`src/rtl/poly_arpeggiator.sv`:
```
// poly_arpeggiator: steps through the currently held keys one at a time, producing a
// one-hot note-on vector with programmable step and gate lengths.
//
// Ports
//   CLK         system clock, all state on the rising edge
//   RESET       asynchronous active-high reset
//   Enable      1 = arpeggiate, 0 = bypass (key_on follows keys one clock late)
//   keys        held-key vector, bit 0 is the lowest note
//   mode        00 up, 01 down, 10 up-down, 11 up with latch/hold
//   step_len    clocks per step (0 behaves as 1)
//   gate_len    clocks the note sounds within a step (>= step_len gives legato)
//   key_on      registered note-on vector
//   cur_idx     index of the current step key
//   step_pulse  one-clock pulse at each step start
module poly_arpeggiator #(
    parameter int unsigned NUM_KEYS = 8,
    parameter int unsigned CNT_W    = 16
) (
    input  logic                        CLK,
    input  logic                        RESET,
    input  logic                        Enable,
    input  logic [NUM_KEYS-1:0]         keys,
    input  logic [1:0]                  mode,
    input  logic [CNT_W-1:0]            step_len,
    input  logic [CNT_W-1:0]            gate_len,
    output logic [NUM_KEYS-1:0]         key_on,
    output logic [$clog2(NUM_KEYS)-1:0] cur_idx,
    output logic                        step_pulse
);

    localparam int unsigned IDX_W = $clog2(NUM_KEYS);

    typedef enum logic [1:0] {
        StBypass = 2'd0,
        StWait   = 2'd1,
        StPlay   = 2'd2
    } state_e;

    state_e              st_q, st_d;
    logic [CNT_W-1:0]    timer_q, timer_d;
    logic [IDX_W-1:0]    cur_q, cur_d;
    logic                dir_q, dir_d;       // 0 = up, 1 = down (mode 10 only)
    logic [NUM_KEYS-1:0] latch_q, latch_d;
    logic                released_q, released_d;
    logic [NUM_KEYS-1:0] key_on_q, key_on_d;
    logic                pulse_q, pulse_d;

    logic [NUM_KEYS-1:0] avail;
    logic [CNT_W-1:0]    step_max;
    logic                terminal;
    logic                cur_gone;
    logic [IDX_W:0]      fwd_hit, back_hit, wrap_hit;
    logic [IDX_W-1:0]    adv_idx;
    logic                adv_dir;

    // Nearest available key from cur (excluded) in the given direction. Returns {found, idx};
    // idx falls back to cur when nothing is found.
    function automatic logic [IDX_W:0] scan(input logic [NUM_KEYS-1:0] av,
                                            input logic [IDX_W-1:0]    cur,
                                            input logic                down,
                                            input logic                wrap);
        logic             found;
        logic [IDX_W-1:0] res;
        int               j;
        found = 1'b0;
        res   = cur;
        for (int i = 1; i < int'(NUM_KEYS); i++) begin
            j = down ? int'(cur) - i : int'(cur) + i;
            if (wrap) begin
                if (j < 0) begin
                    j = j + int'(NUM_KEYS);
                end else if (j >= int'(NUM_KEYS)) begin
                    j = j - int'(NUM_KEYS);
                end
            end
            if (!found && j >= 0 && j < int'(NUM_KEYS)) begin
                if (av[IDX_W'(j)]) begin
                    found = 1'b1;
                    res   = IDX_W'(j);
                end
            end
        end
        return {found, res};
    endfunction

    // Lowest (down=0) or highest (down=1) set bit.
    function automatic logic [IDX_W-1:0] first_key(input logic [NUM_KEYS-1:0] av,
                                                   input logic                down);
        logic             found;
        logic [IDX_W-1:0] res;
        int               k;
        found = 1'b0;
        res   = '0;
        for (int i = 0; i < int'(NUM_KEYS); i++) begin
            k = down ? int'(NUM_KEYS) - 1 - i : i;
            if (!found && av[IDX_W'(k)]) begin
                found = 1'b1;
                res   = IDX_W'(k);
            end
        end
        return res;
    endfunction

    // Hold latch: outside mode 11 it tracks keys so entering hold starts from what is held.
    always_comb begin
        latch_d    = latch_q;
        released_d = (keys == '0);
        if (mode != 2'b11) begin
            latch_d = keys;
        end else if (keys != '0) begin
            latch_d = released_q ? keys : (latch_q | keys);
        end
    end

    always_comb begin
        avail    = (mode == 2'b11) ? latch_q : keys;
        step_max = (step_len == '0) ? '0 : step_len - CNT_W'(1);
        terminal = (timer_q >= step_max);
        cur_gone = !avail[cur_q];

        fwd_hit  = scan(avail, cur_q, dir_q, 1'b0);
        back_hit = scan(avail, cur_q, !dir_q, 1'b0);
        wrap_hit = scan(avail, cur_q, (mode == 2'b01), 1'b1);

        adv_idx = cur_q;
        adv_dir = dir_q;
        if (mode == 2'b10) begin
            if (fwd_hit[IDX_W]) begin
                adv_idx = fwd_hit[IDX_W-1:0];
            end else if (back_hit[IDX_W]) begin
                adv_idx = back_hit[IDX_W-1:0];
                adv_dir = !dir_q;
            end
        end else if (wrap_hit[IDX_W]) begin
            adv_idx = wrap_hit[IDX_W-1:0];
        end
    end

    always_comb begin
        st_d     = st_q;
        timer_d  = timer_q;
        cur_d    = cur_q;
        dir_d    = dir_q;
        pulse_d  = 1'b0;
        key_on_d = '0;

        if (!Enable) begin
            st_d     = StBypass;
            timer_d  = '0;
            key_on_d = keys;
        end else begin
            unique case (st_q)
                StBypass: begin
                    st_d    = StWait;
                    timer_d = '0;
                end
                StWait: begin
                    if (avail != '0) begin
                        st_d    = StPlay;
                        cur_d   = first_key(avail, (mode == 2'b01));
                        timer_d = '0;
                        pulse_d = 1'b1;
                    end
                end
                StPlay: begin
                    if (avail == '0) begin
                        st_d    = StWait;
                        timer_d = '0;
                    end else if (terminal || cur_gone) begin
                        // A release on the terminal clock folds into this one advance.
                        cur_d   = adv_idx;
                        dir_d   = adv_dir;
                        timer_d = '0;
                        pulse_d = 1'b1;
                    end else begin
                        timer_d = timer_q + CNT_W'(1);
                    end
                end
                default: begin
                    st_d    = StBypass;
                    timer_d = '0;
                end
            endcase
            if (st_d == StPlay && timer_d < gate_len && avail[cur_d]) begin
                key_on_d[cur_d] = 1'b1;
            end
        end
    end

    always_ff @(posedge CLK or posedge RESET) begin
        if (RESET) begin
            st_q       <= StBypass;
            timer_q    <= '0;
            cur_q      <= '0;
            dir_q      <= 1'b0;
            latch_q    <= '0;
            released_q <= 1'b1;
            key_on_q   <= '0;
            pulse_q    <= 1'b0;
        end else begin
            st_q       <= st_d;
            timer_q    <= timer_d;
            cur_q      <= cur_d;
            dir_q      <= dir_d;
            latch_q    <= latch_d;
            released_q <= released_d;
            key_on_q   <= key_on_d;
            pulse_q    <= pulse_d;
        end
    end

    assign key_on     = key_on_q;
    assign cur_idx    = cur_q;
    assign step_pulse = pulse_q;

endmodule

```
`config.mk`:
```
export PLATFORM = sky130hd
export DESIGN_NAME = poly_arpeggiator
export DESIGN_NICKNAME = d
export VERILOG_FILES = /design/src/rtl/poly_arpeggiator.sv
export SDC_FILE = /design/constraint.sdc
export NUM_CORES = 1
export LEC_CHECK = 0
export CAP_MARGIN = 20
export CORE_ASPECT_RATIO = 1.4
export CORE_MARGIN = 2
export CORE_UTILIZATION = 50
export CTS_CLUSTER_DIAMETER = 150
export DETAILED_ROUTE_END_ITERATION = 7
export PLACE_DENSITY = 0.72
export SLEW_MARGIN = 20
export SYNTH_ARGS = -nofsm -noshare
export SYNTH_HDL_FRONTEND = slang
export SYNTH_SLANG_ARGS = --single-unit
```
`constraint.sdc`:
```
create_clock -name CLK -period 5.2 [get_ports CLK]
set_input_delay 1.04 -clock CLK [delete_from_list [all_inputs] [get_ports CLK]]
set_output_delay 1.04 -clock CLK [all_outputs]
set_load 0.02 [all_outputs]
```
==> results of run 1 <==
==> Yosys cell counts (10+ instances only) <==
cell type / n / area [µm²]
o21ai_0: 51 / 255
nand2_1: 76 / 285
nand4_1: 11 / 68.8
mux4_2: 13 / 293
ha_1: 48 / 601
nor4_1: 12 / 75.1
clkbuf_1: 36 / 135
a21oi_1: 64 / 320
inv_1: 38 / 143
o21a_1: 11 / 82.6
and3_1: 25 / 156
a21o_1: 18 / 135
a31oi_1: 12 / 75.1
dfrtp_1: 39 / 976
nor2b_1: 27 / 169
nand3_1: 34 / 170
nand2b_1: 10 / 62.6
and2_1: 10 / 62.6
a22oi_1: 15 / 113
nor3_1: 26 / 130
nor2_1: 68 / 255
mux2i_1: 28 / 280
xor2_1: 12 / 105
==> power by group through the flow <==
stage / sequential (mW) / combinational (mW) / clock, mW
2_1_floorplan: 0.375 / 1.76 / 0
3_3_place_gp: 0.373 / 2.88 / 0
3_5_place_dp: 0.373 / 2.90 / 0
4_1_cts: 0.367 / 2.94 / 0.356
5_1_grt: 0.372 / 3.26 / 0.371
6_report: 0.371 / 3.05 / 0.353
==> stage by stage <==
| step | utilization [%] | total power, mW |
|---|---|---|
| floorplan | - | 2.14 |
| global placement | 65.6 | 3.25 |
| detailed placement | 65.6 | 3.27 |
| CTS | 68.9 | 3.66 |
| global route | 70.7 | 4.00 |
| finish | 70.7 | 3.77 |
==> layout by cell type (no fill, tap or decap), types with 6 or more instances in the layout <==
cell	netlist	final
and3_1	25	25
nor3_1	26	22
a221oi_1	7	6
a31oi_1	12	12
o32ai_1	9	6
and2_1	10	9
a21oi_2	0	10
ha_4	0	7
mux2_2	8	8
buf_4	3	172
a21boi_0	6	6
dfrtp_1	39	39
nand3_1	34	31
o22ai_1	7	6
clkdlybuf4s50_1	0	47
nand4_1	11	11
or3_1	9	6
a22oi_1	15	15
mux2i_1	28	28
inv_1	38	35
ha_1	48	40
o21ai_1	2	10
mux4_2	13	13
a21o_1	18	18
o21ai_0	51	41
buf_6	1	8
nand3b_1	6	6
nor4_1	12	9
a21oi_1	64	53
o21a_1	11	11
nand2b_1	10	7
nand2_1	76	68
nor2_1	68	65
xor2_1	12	12
nor2b_1	27	25
xnor2_1	9	9
==> cells by family (layout without fill, tap and decap cells) <==
kind of cell               count (synthesis)  in the layout
and+or+nand+nor                          341            341
AOI/OAI and AO/OA                        273            273
buffers and inverters                     93            286
muxes                                     49             49
adders and majority gates                 48             48
DFF                                       40             40
xor gates and xnor gates                  22             22
==> flip-flops by register name (all words and copies together) (netlist names) <==
register    flops
timer_q        16
key_on          8
step_pulse      1
dir_q           1
latch_q         8
st_q            2
released_q      1
cur_idx         3
==> routing by layer <==
metal  up-vias  track usage, %  wire length (µm)
met2       453            63.4             12900
met4         0            22.9              2140
met3       177            3.88              1790
li1       3656               -                 -
met1      3744            38.7              9060
met5         -               0                 0
==> worst max-delay path: cells and delay by family <==
kind | cells | cell delay, ns
compound gates | 10 | 1.71
buf+inv | 3 | 0.29
fa+ha+maj | 2 | 0.48
simple gates | 15 | 2.98
==> repair_timing <==
item	CTS	global route
pin swaps	37	26
cloned	0	0
gates resized for setup	66	48
setup endpoints to repair	10	10
hold endpoints to repair	0	0
hold buffers	0	0
setup buffers	10	3
==> final cells by class <==
| cell class | instances | share of cell area [%] |
|---|---|---|
| clock buffers | 5 | 1.39 |
| clock inverters | 3 | 0.472 |
| inverters | 42 | 1.86 |
| multi-input cells | 733 | 61.4 |
| flip-flops and latches | 40 | 11.1 |
| well taps | 153 | 2.12 |
| repair buffers | 236 | 21.6 |
==> how the worst max path moves through the flow <==
stage | start | to | slack, ns | cells past startpoint
finish | step_len[7] | key_on[2] | -1.12 | 30
global route | step_len[1] | key_on[2] | -1.35 | 32
CTS | step_len[1] | key_on[2] | -0.92 | 32
detailed placement | step_len[7] | key_on[2] | -1.85 | 28
global placement | step_len[7] | key_on[3] | -1.70 | 27
floorplan | step_len[7] | key_on[2] | -0.98 | 28
==> results.cfg, run 1 <==
[logic_synthesis]
synthAdderAreaFrac_pct = 9.28
syn_nets = 959
yosys.cell_types.count = 81
synth_xor_area_share_pct = 3.09
synth_simple_gate_area_share_pct = 27.3
synth_warnings = 0
synth-compound-area-share_pct = 28.8
ys_async_sr_fraction_pct = 100
synth_cells = 866
synth_top_family_by_area = compound AO/OA/AOI/OAI gates
ys_ff_latch = 40
synth-edff-count = 0
avgSynthCellArea_um2 = 7.48
synthFlopType = dfrtp_1
synthMuxAreaShare_pct = 10.2
synth_area_um2 = 6470
yosysSeqAreaShare_pct = 15.5

[layout]
seq_area_um2 = 1000
multi_input_comb_area_um2 = 5540
fin_area_um2 = 9010
drive_above_1_share_pct = 28.6
diodes = 0
fin_nets = 1151
nFillCells = 1056
area_growth_pct = 39.2
layout.cells.non_filler = 1212

[die]
num_rows = 49
core-area_um2 = 12800
die_x_um = 100
start_util_pct = 50.8
io_pins = 57
die_h_um = 139
dieArea_um2 = 13900

[sta]
worst_pin_slew_ns = 0.759
clock.fmax_mhz = 158
finalClockSkew_ns = 0.00703
final.setup.tns_ns = -8.57
rsz0062_at_grt = yes
final-setup-viol-count = 8
setup_slack_ns = -1.12
slew-limit-headroom_pct = 49.4
timing.final.crit_share_pct = 122
hold_viol = 0
post-route-min-period_ns = 6.32
slew_viol_final = 0
whs_ns = 0.655

[status]
violations = setup timing
status = finished with violations

[critical_path]
critPathKind = input port to flip-flop
worstReg2RegEnd = key_on[2]
ff2ff_setup_slack_ns = 0.37
cpMaxStageDelayCell = or4_4
path_max_fanout = 6
r2r_cells = 24
crit_arrival_ns = 6.51
cp_data_required_time_ns = 5.39
slowest_delay_ns = 0.55
timing.rr.start = cur_idx[1]
crit_path_start_kind = input port
crit_path_end_kind = flip-flop

[power]
seq_power_share_pct = 9.8
internal_power_mw = 1.94
power_density_nw_per_um2 = 419
p_sw_mw = 1.83
p_comb_share_pct = 80.8
vdd_ir_drop_max_mv = 0.212
power_frac_clock_pct = 9.3
switching_share_pct = 48.5
p_leak_nw = 4.06

[drt]
drt_iter0_markers = 601
drc = 0
wl_per_cell_um = 21.4
firstDrtPassIters = 7
via_per_inst = 6.63
vias = 8030
drtAntennaViolNets = 0
routed_wl_mm = 25.9

[clock_tree]
cts_root_buf = clkbuf_16
cts_tree = yes
clock_latency_ns = 0.28
clkSinkCount = 40
cts_made_buffers = 5
cts_buffer_depth = 2
cts_max_level = 2
cts.reportedPaths.clkPinSlew_ns = 0.06

[global_routing]
grt_pass1_vias = 7854
grt_max_degree = 41
grt_first_pass_wirelength_mm = 39.2
grt_use_total_pct = 35.4
antenna_found_initial = 0
gr-total-overflow = 0

[placed_design]
dp_hpwl_mm = 19.3
pre_cts_slack_ns = -1.85
placed_cell_area_um2 = 8370
dp_cells = 1192
gp_congestion = 1.04
port_buffers = 56

[hold_path]
whs_endpoint = latch_q[6]
min_from = latch_q[6]
hold_depth = 2
hp-class = flip-flop to flip-flop

[flow_run]
maxCapViolCount = 0
No activity file was read; power rests on OpenSTA's default activity.
==> run 2: changes to the inputs <==
--- a/config.mk
+++ b/config.mk
@@ -12,6 +12,7 @@
 export CTS_CLUSTER_DIAMETER = 150
 export DETAILED_ROUTE_END_ITERATION = 7
 export PLACE_DENSITY = 0.72
+export SKIP_CTS_REPAIR_TIMING = 1
 export SLEW_MARGIN = 20
 export SYNTH_ARGS = -nofsm -noshare
 export SYNTH_HDL_FRONTEND = slang
==> results.cfg, run 2 (same netlist as run 1, synthesis figures left out) <==
[status]
status = finished with violations
violations = DRC, setup timing

[sta]
hold_viol = 0
post-route-min-period_ns = 6.24
final.setup.tns_ns = -8.04
slew_viol_final = 0
setup_slack_ns = -1.04
slew-limit-headroom_pct = 50.6
rsz0062_at_grt = yes
final-setup-viol-count = 8
timing.final.crit_share_pct = 120
clock.fmax_mhz = 160
worst_pin_slew_ns = 0.741
finalClockSkew_ns = 0.00660

[drt]
vias = 7829
drtAntennaViolNets = 0
firstDrtPassIters = 8
via_per_inst = 6.49
wl_per_cell_um = 20.5
drt_iter0_markers = 528
drc = 1
routed_wl_mm = 24.8

[die]
num_rows = 49
die_x_um = 100
io_pins = 57
core-area_um2 = 12800
start_util_pct = 50.8
die_h_um = 139
dieArea_um2 = 13900

[critical_path]
slowest_delay_ns = 0.42
r2r_cells = 16
critPathKind = input port to flip-flop
cpMaxStageDelayCell = or3_4
ff2ff_setup_slack_ns = 0.46
cp_data_required_time_ns = 5.39
path_max_fanout = 6
crit_path_start_kind = input port
crit_path_end_kind = flip-flop
timing.rr.start = cur_idx[1]
crit_arrival_ns = 6.43
worstReg2RegEnd = key_on[4]

[layout]
top_register = timer_q
layout_common_cells = buf_4 (169), nand2_1 (72), nor2_1 (67)
nFillCells = 1059
fin_area_um2 = 8860
diodes = 0
final_util_pct = 69.5
multi_input_comb_area_um2 = 5400
seq_area_um2 = 1000
layout.cells.most_common = buf_4
area_growth_pct = 36.8
drive_above_1_share_pct = 25.9
largest_register_ffs = 16
fin_nets = 1146

[hold_path]
hold_depth = 2
hp-class = flip-flop to flip-flop
min_from = latch_q[6]
whs_endpoint = latch_q[6]

[placed_design]
gp_congestion = 1.04
placed_cell_area_um2 = 8370
dp_hpwl_mm = 19.3
port_buffers = 56

[flow_run]
maxCapViolCount = 0

[clock_tree]
clkSinkCount = 40
cts_root_buf = clkbuf_16
cts_max_level = 2
cts_tree = yes
cts_made_buffers = 5
cts.reportedPaths.clkPinSlew_ns = 0.06
cts_buffer_depth = 2
clock_latency_ns = 0.28

[global_routing]
antenna_found_initial = 0
grt_use_total_pct = 34.5
grt_first_pass_wirelength_mm = 38.1
grt_max_degree = 41
gr-total-overflow = 0
grt_pass1_vias = 7620

[power]
power_density_nw_per_um2 = 422
finalPower_mw = 3.74
p_leak_nw = 4.07
vdd_ir_drop_max_mv = 0.210
-- run 2: cell count changes in the layout (fill, tap and decap cells not counted), moves of 3 or more --
cell and delta:
ha_4 -3, ha_1 +4, dlymetal6s2s_1 +7, buf_4 -3, a21oi_1 +4, buf_6 -3, nand2_1 +4, a21oi_2 -3
-- run 2: worst max-delay path by stage --
stage | start | end | slack [ns] | depth (start not counted)
2_1_floorplan | step_len[7] | key_on[2] | -0.98 | 28
3_3_place_gp | step_len[7] | key_on[3] | -1.70 | 27
3_5_place_dp | step_len[7] | key_on[2] | -1.85 | 28
4_1_cts | step_len[7] | key_on[1] | -1.55 | 28
5_1_grt | step_len[1] | key_on[2] | -1.28 | 30
6_report | step_len[0] | key_on[3] | -1.04 | 33
-- run 2: layout make-up --
class	count	area share, %
clock buffers	5	1.41
clock inverters	3	0.480
inverters	42	1.89
multi-input cells	733	60.9
flip-flops and latches	40	11.3
well taps	153	2.16
repair buffers	231	21.8
-- run 2: stage by stage --
step           hold WS, ns  setup slack, ns  std cells
3_5_place_dp         0.646            -1.85       1192
6_report             0.650            -1.04       1207
2_1_floorplan        0.520           -0.984        866
5_1_grt              0.673            -1.28       1207
3_3_place_gp         0.621            -1.70       1192
4_1_cts              0.654            -1.55       1200
-- run 2: power by group --
| group | total (mW) | switching, mW | internal, mW |
|---|---|---|---|
| Sequential | 0.370 | 0.0395 | 0.331 |
| Clock | 0.352 | 0.126 | 0.225 |
| Combinational | 3.02 | 1.65 | 1.37 |
| Total | 3.74 | 1.81 | 1.93 |
-- run 2: worst max-delay path, delay by kind of cell --
kind	cells	cell delay, ns
fa+ha+maj	3	0.60
simple gates	16	2.72
buf+inv	5	0.48
compound gates	9	1.56
-- run 2: per-layer routing --
| layer | up-vias | wire length [µm] | track usage, % |
|---|---|---|---|
| met2 | 383 | 12600 | 61.7 |
| li1 | 3638 | - | - |
| met4 | 0 | 1770 | 21.4 |
| met5 | - | 0 | 0 |
| met1 | 3672 | 8760 | 38.4 |
| met3 | 136 | 1670 | 3.23 |
==> run 3: changes to the inputs <==
--- a/config.mk
+++ b/config.mk
@@ -5,7 +5,6 @@
 export SDC_FILE = /design/constraint.sdc
 export NUM_CORES = 1
 export LEC_CHECK = 0
-export CAP_MARGIN = 20
 export CORE_ASPECT_RATIO = 1.4
 export CORE_MARGIN = 2
 export CORE_UTILIZATION = 50
==> results of run 3 <==
No change in the layout: final DEF, timing and power equal those of run 2.
